==> src/rtl/fifo_read_streamer.sv <==
// fifo_read_streamer: FIFO read-port controller; absorbs read latency in a skid buffer, streams valid/ready, supports flush.
// Optional sticky ERR output is enabled by defining FIFO_READ_STREAMER_ERR_EN.
module fifo_read_streamer #(
  parameter int DATA_WIDTH   = 36,
  parameter int READ_LATENCY = 1,
  parameter int BUF_DEPTH    = READ_LATENCY + 2
) (
  input  logic                  CLK,
  input  logic                  RESET_N,
  input  logic                  FIFO_EMPTY,
  input  logic                  FIFO_ALMOST_EMPTY,
  input  logic                  FIFO_UNDERFLOW,
  input  logic [DATA_WIDTH-1:0] FIFO_RD_DATA,
  output logic                  FIFO_RD_EN,
  output logic [DATA_WIDTH-1:0] M_DATA,
  output logic                  M_VALID,
  input  logic                  M_READY,
  input  logic                  FLUSH,
  output logic                  BUSY
`ifdef FIFO_READ_STREAMER_ERR_EN
  ,
  output logic                  ERR
`endif
);
  localparam int CW = $clog2(BUF_DEPTH + 1);
  localparam int PW = (BUF_DEPTH > 1) ? $clog2(BUF_DEPTH) : 1;
  localparam logic [CW:0] DEPTH_W = (CW + 1)'(BUF_DEPTH);
  typedef enum logic {ST_STREAM, ST_FLUSH} state_t;
  state_t state_q, state_d;
  logic rd_en_q, rd_en_d;
  logic [READ_LATENCY-1:0] pipe_q, pipe_d;
  logic [CW-1:0] occ_q, occ_d, in_flight_q, in_flight_d;
  logic [PW-1:0] wr_ptr_q, wr_ptr_d, rd_ptr_q, rd_ptr_d;
  logic [DATA_WIDTH-1:0] buf_q [BUF_DEPTH];
  logic [DATA_WIDTH-1:0] buf_d [BUF_DEPTH];
  logic flushing, start_flush, capture, keep, pop, done;
  logic [CW:0] used;

  function automatic logic [PW-1:0] nxt(input logic [PW-1:0] p);
    return (p == PW'(BUF_DEPTH - 1)) ? '0 : p + 1'b1;
  endfunction

  // in_flight counts the read issued this cycle plus those still in the latency pipe
  always_comb begin
    flushing    = state_q == ST_FLUSH;
    start_flush = FLUSH && !flushing;
    capture     = pipe_q[READ_LATENCY-1];
    keep        = capture && !flushing && !start_flush;
    pop         = M_VALID && M_READY;
    used        = {1'b0, occ_q} + {1'b0, in_flight_q} - {{CW{1'b0}}, pop};
    rd_en_d     = !FIFO_EMPTY && !(FIFO_ALMOST_EMPTY && rd_en_q) && (flushing || used < DEPTH_W);
    pipe_d      = (pipe_q << 1) | READ_LATENCY'(rd_en_q);
    in_flight_d = in_flight_q + CW'(rd_en_d) - CW'(capture);
    occ_d       = start_flush ? '0 : occ_q + CW'(keep) - CW'(pop);
    wr_ptr_d    = start_flush ? '0 : keep ? nxt(wr_ptr_q) : wr_ptr_q;
    rd_ptr_d    = start_flush ? '0 : pop ? nxt(rd_ptr_q) : rd_ptr_q;
    buf_d       = buf_q;
    if (keep) buf_d[wr_ptr_q] = FIFO_RD_DATA;
    done        = flushing && FIFO_EMPTY && in_flight_q == '0 && !rd_en_d;
    state_d     = start_flush ? ST_FLUSH : (done ? ST_STREAM : state_q);
  end

  always_ff @(posedge CLK or negedge RESET_N) begin
    if (!RESET_N) begin
      state_q     <= ST_STREAM;
      rd_en_q     <= 1'b0;
      pipe_q      <= '0;
      occ_q       <= '0;
      in_flight_q <= '0;
      wr_ptr_q    <= '0;
      rd_ptr_q    <= '0;
      buf_q       <= '{default: '0};
    end else begin
      state_q     <= state_d;
      rd_en_q     <= rd_en_d;
      pipe_q      <= pipe_d;
      occ_q       <= occ_d;
      in_flight_q <= in_flight_d;
      wr_ptr_q    <= wr_ptr_d;
      rd_ptr_q    <= rd_ptr_d;
      buf_q       <= buf_d;
    end
  end

  assign FIFO_RD_EN = rd_en_q;
  assign M_VALID    = occ_q != '0;
  assign M_DATA     = buf_q[rd_ptr_q];
  assign BUSY       = flushing;

`ifdef FIFO_READ_STREAMER_ERR_EN
  logic err_q, err_d;
  always_comb err_d = (err_q && !done) || FIFO_UNDERFLOW || (rd_en_q && FIFO_EMPTY);
  always_ff @(posedge CLK or negedge RESET_N) begin
    if (!RESET_N) err_q <= 1'b0;
    else          err_q <= err_d;
  end
  assign ERR = err_q;
`else
  logic unused_underflow;
  assign unused_underflow = FIFO_UNDERFLOW;
`endif
endmodule

==> config.mk <==
export PLATFORM = sky130hd
export DESIGN_NAME = fifo_read_streamer
export DESIGN_NICKNAME = d
export VERILOG_FILES = /design/src/rtl/fifo_read_streamer.sv
export SDC_FILE = /design/constraint.sdc
export NUM_CORES = 1
export LEC_CHECK = 0
export CELL_PAD_IN_SITES_DETAIL_PLACEMENT = 1
export CELL_PAD_IN_SITES_GLOBAL_PLACEMENT = 2
export CORE_ASPECT_RATIO = 1.2
export CORE_MARGIN = 2
export CORE_UTILIZATION = 40
export DETAILED_ROUTE_END_ITERATION = 10
export PLACE_DENSITY_LB_ADDON = 0.12
export RECOVER_POWER = 25
export SYNTH_ARGS = -nofsm -noshare
export SYNTH_HDL_FRONTEND = slang
export SYNTH_SLANG_ARGS = --single-unit
==> constraint.sdc <==
create_clock -name CLK -period 6.9 [get_ports CLK]
set_input_delay 2.07 -clock CLK [delete_from_list [all_inputs] [get_ports CLK]]
set_output_delay 2.07 -clock CLK [all_outputs]
set_load 0.1 [all_outputs]
==> key figures <==
Final layout
  – Syn-to-layout area delta: 26.65%
  – Core Util, Final: 0.5155
  – Fin nets: 548
  – Layout cell share with drive strength beyond 1: 0.3066
  – Fillers: 1404
  – Ant. Diodes: 0

Clock tree
  – Postcts setup bufs: 0
  – Clock slew at reported path FFs: 0.05 ns
  – Hold_buf cts: 0
  – Total CTS buffers: 17
  – H-tree levels: 4
  – Sink Count: 119
  – TritonCTS clock tree: done
  – Clock latency on the worst-skew pair: 0.42 ns
  – PostCTS Resize Cnt: 0
  – Max clock buf depth: 2
  – Root Buffer: clkbuf_16

Synthesis
  – Fraction of registers with async set/reset: 1.000
  – Synth Area in Simple Gates: 0.05362
  – Post-Synth Adder-Cell Area: 0.01475
  – Gate Count Post-Synth: 418
  – Multiplexer share of the synthesized area: 0.3034
  – Synth Area in XOR/XNOR: 0.007819
  – Synth Area per Inst: 13.40 µm²
  – Synth Area in Compound Gates: 0.04625
  – Post-Syn Area: 5600 µm²
  – Synth area leaders: dfrtp_1, mux2_2, mux2_4
  – Unique masters post-synth: 33
  – Yosys reg bits: 119
  – Synth warn: 0
  – Sequential fraction of the synthesis area: 0.5317
  – Synth top area share: 0.5317
  – Synth area leader: dfrtp_1
  – Post-synth EDFFs: 0
  – Largest family of logic cells by synthesized area: multiplexers
  – Post-synthesis net count: 467
  – Top FF cell, synth: dfrtp_1

Power and ir drop
  – Power density cells: 536.5 nW/µm²
  – Worst VDD drop: 363.3 µV
  – Lkg Pwr: 3.413 nW

Global routing
  – Grt ovf: 0
  – Largest net degree at the start of global routing: 71
  – GR Layer Usage met3: 0.04322
  – Met1 Track Usage GR: 0.2166
  – Grt met2 use: 0.3205
  – First-pass GRT wire length: 20880 µm
  – Antenna violations before repair: 0
  – Gr usage total: 0.1825
  – Vias in the first global route: 3933
  – Gr busiest metal: met2

Critical path
  – Crit path cell chain: nor2b_4, buf_4, nand2_1, o21ai_0, clkdlybuf4s50_1
  – Worst-path maximum fanout: 22
  – CP endpoint kind: output port
  – Slowest stage delay, CP: 1.20 ns
  – Crit Path Class: flip-flop to output port
  – Req. time, crit path: 4.83 ns
  – Slowest CP cell: clkdlybuf4s50_1
  – Startpoint Class: flip-flop
  – Data arrival, critical path: 3.12 ns

Timing
  – Post-route clock period utilization: 0.7520
  – Fin. Hold Viols: 0
  – Slew at the pin with the worst max-slew slack: 1.058 ns
  – Fmax achieved: 192.7 MHz
  – Final count of pins violating max slew: 0
  – Total negative slack: 0 ns
  – RSZ-0062 raised after global routing: no
  – Rel. slew slack: 0.2920
  – Clk_skew: 0.007951 ns
  – Min Tclk post-route: 5.189 ns
  – Setup-failing EPs final: 0

Routing
  – Routed WL per cell: 18.60 µm
  – Via density per instance: 5.130
  – Initial DRC count: 90
  – DRT Pass-1 Iters: 4
  – Antenna Nets Post-Route: 0
  – Post-Route WL: 12700 µm
  – Residual DRC: 0
  – Via count: 3504

Floorplanning
  – Initial core utilization: 0.4070
  – Io pins: 82
  – Die area: 14970 µm²
  – Core area: 13760 µm²
  – Site Rows: 47
  – Die Ht: 133.6 µm
  – Die Wd: 112.0 µm

Run status
  – Status: finished clean

Place
  – I/O Buffers: 80
  – Detail Placement HPWL: 7511 µm
  – GP Congestion: 0.7275

Run
  – MaxCap Viol Count: 0

Min path
  – Hold Crit Class: flip-flop to flip-flop
-- per-layer routing --
| layer | share of wire | vias up | wire length (µm) |
|---|---|---|---|
| li1 | - | 1615 | - |
| met1 | 0.43 | 1814 | 5453 |
| met4 | 0.018 | 0 | 223 |
| met2 | 0.52 | 58 | 6629 |
| met5 | 0 | - | 0 |
| met3 | 0.031 | 17 | 396 |
-- power breakdown --
group | switching, mW | internal (mW)
clock network | 0.307 | 0.632
registers | 0.134 | 0.927
logic | 1.23 | 0.575
total | 1.67 | 2.13
-- registers in the layout (all words and copies together), names as in the netlist --
signal / flops
buf_q: 108
in_flight_q: 2
occ_q: 2
rd_ptr_q: 2
wr_ptr_q: 2
BUSY: 1
FIFO_RD_EN: 1
capture: 1
-- final timing paths --
path	slack, ns	cells after the start	start	to
setup / recovery	1.71	5	rd_ptr_q[0]	M_DATA[8]
hold / removal	0.41	0	FIFO_RD_EN	capture
setup reg to reg	4.07	8	occ_q[1]	in_flight_q[1]
hold reg to reg	0.41	0	FIFO_RD_EN	capture
max in group asynchronous	3.91	2	RESET_N	buf_q[100]
min in group asynchronous	1.79	1	RESET_N	buf_q[90]
-- synth_stat cells (all sizes together), types with 2 or more instances --
cell type,instances
dfrtp,119
mux2,108
nand2,43
o21ai,39
mux2i,37
buf,18
inv,8
clkbuf,6
nor2b,6
ha,5
nor2,5
a21oi,3
xnor2,3
a211oi,2
and2b,2
xor2,2
-- cell usage in the layout (no fill, tap or decap), types with 2 or more instances in the layout --
master / n
clkdlybuf4s50_1: 78
o21ai_0: 37
nand2_1: 41
dfrtp_1: 118
mux2_2: 78
and2b_2: 2
bufinv_16: 3
mux2_4: 30
a21oi_1: 3
clkbuf_16: 17
nand2_2: 2
buf_4: 8
xor2_1: 2
nor2b_1: 5
xnor2_1: 3
nor2_1: 5
mux2i_1: 37
a211oi_1: 2
clkbuf_8: 7
o21ai_1: 2
ha_1: 5
inv_1: 8
clkinv_2: 5
-- per-stage QoR --
stage               area, µm²  power [mW]  worst slack, ns  hold slack (ns)  cells
floorplan                5600       2.457            1.671           0.4786    418
global placement         6456       2.847            2.114           0.3918    651
detailed placement       6456       2.893            2.128           0.3992    651
CTS                      7093       3.855            1.665           0.4202    683
global route             7093       3.992            1.597           0.4298    683
finish                   7093       3.806            1.711           0.4106    683
-- layout make-up --
class	count	area (µm²)	area share
clock inverter	8	115.1	0.01623
sequential	119	2979	0.4200
multi-input combinational	267	2392	0.3373
timing repair buffer	86	840.8	0.1185
tap	171	214.0	0.03016
clock buffer	24	521.8	0.07356
inverter	8	30.03	0.004234
-- critical path, delay by kind of cell (launching register included) --
kind,cells,cell delay (ns)
flops,1,0.42
buf+inv,2,1.56
simple gates,2,0.58
compound gates,1,0.13
-- kinds of logic after synthesis --
family / after synthesis
multiplexers: 145
XOR/XNOR: 5
AO/OA/AOI/OAI: 48
buffers and inverters: 32
flip-flops: 119
AND/OR/NAND/NOR: 63
adder cells (fa/ha/maj): 6
Power figures use the tool's default switching activity.
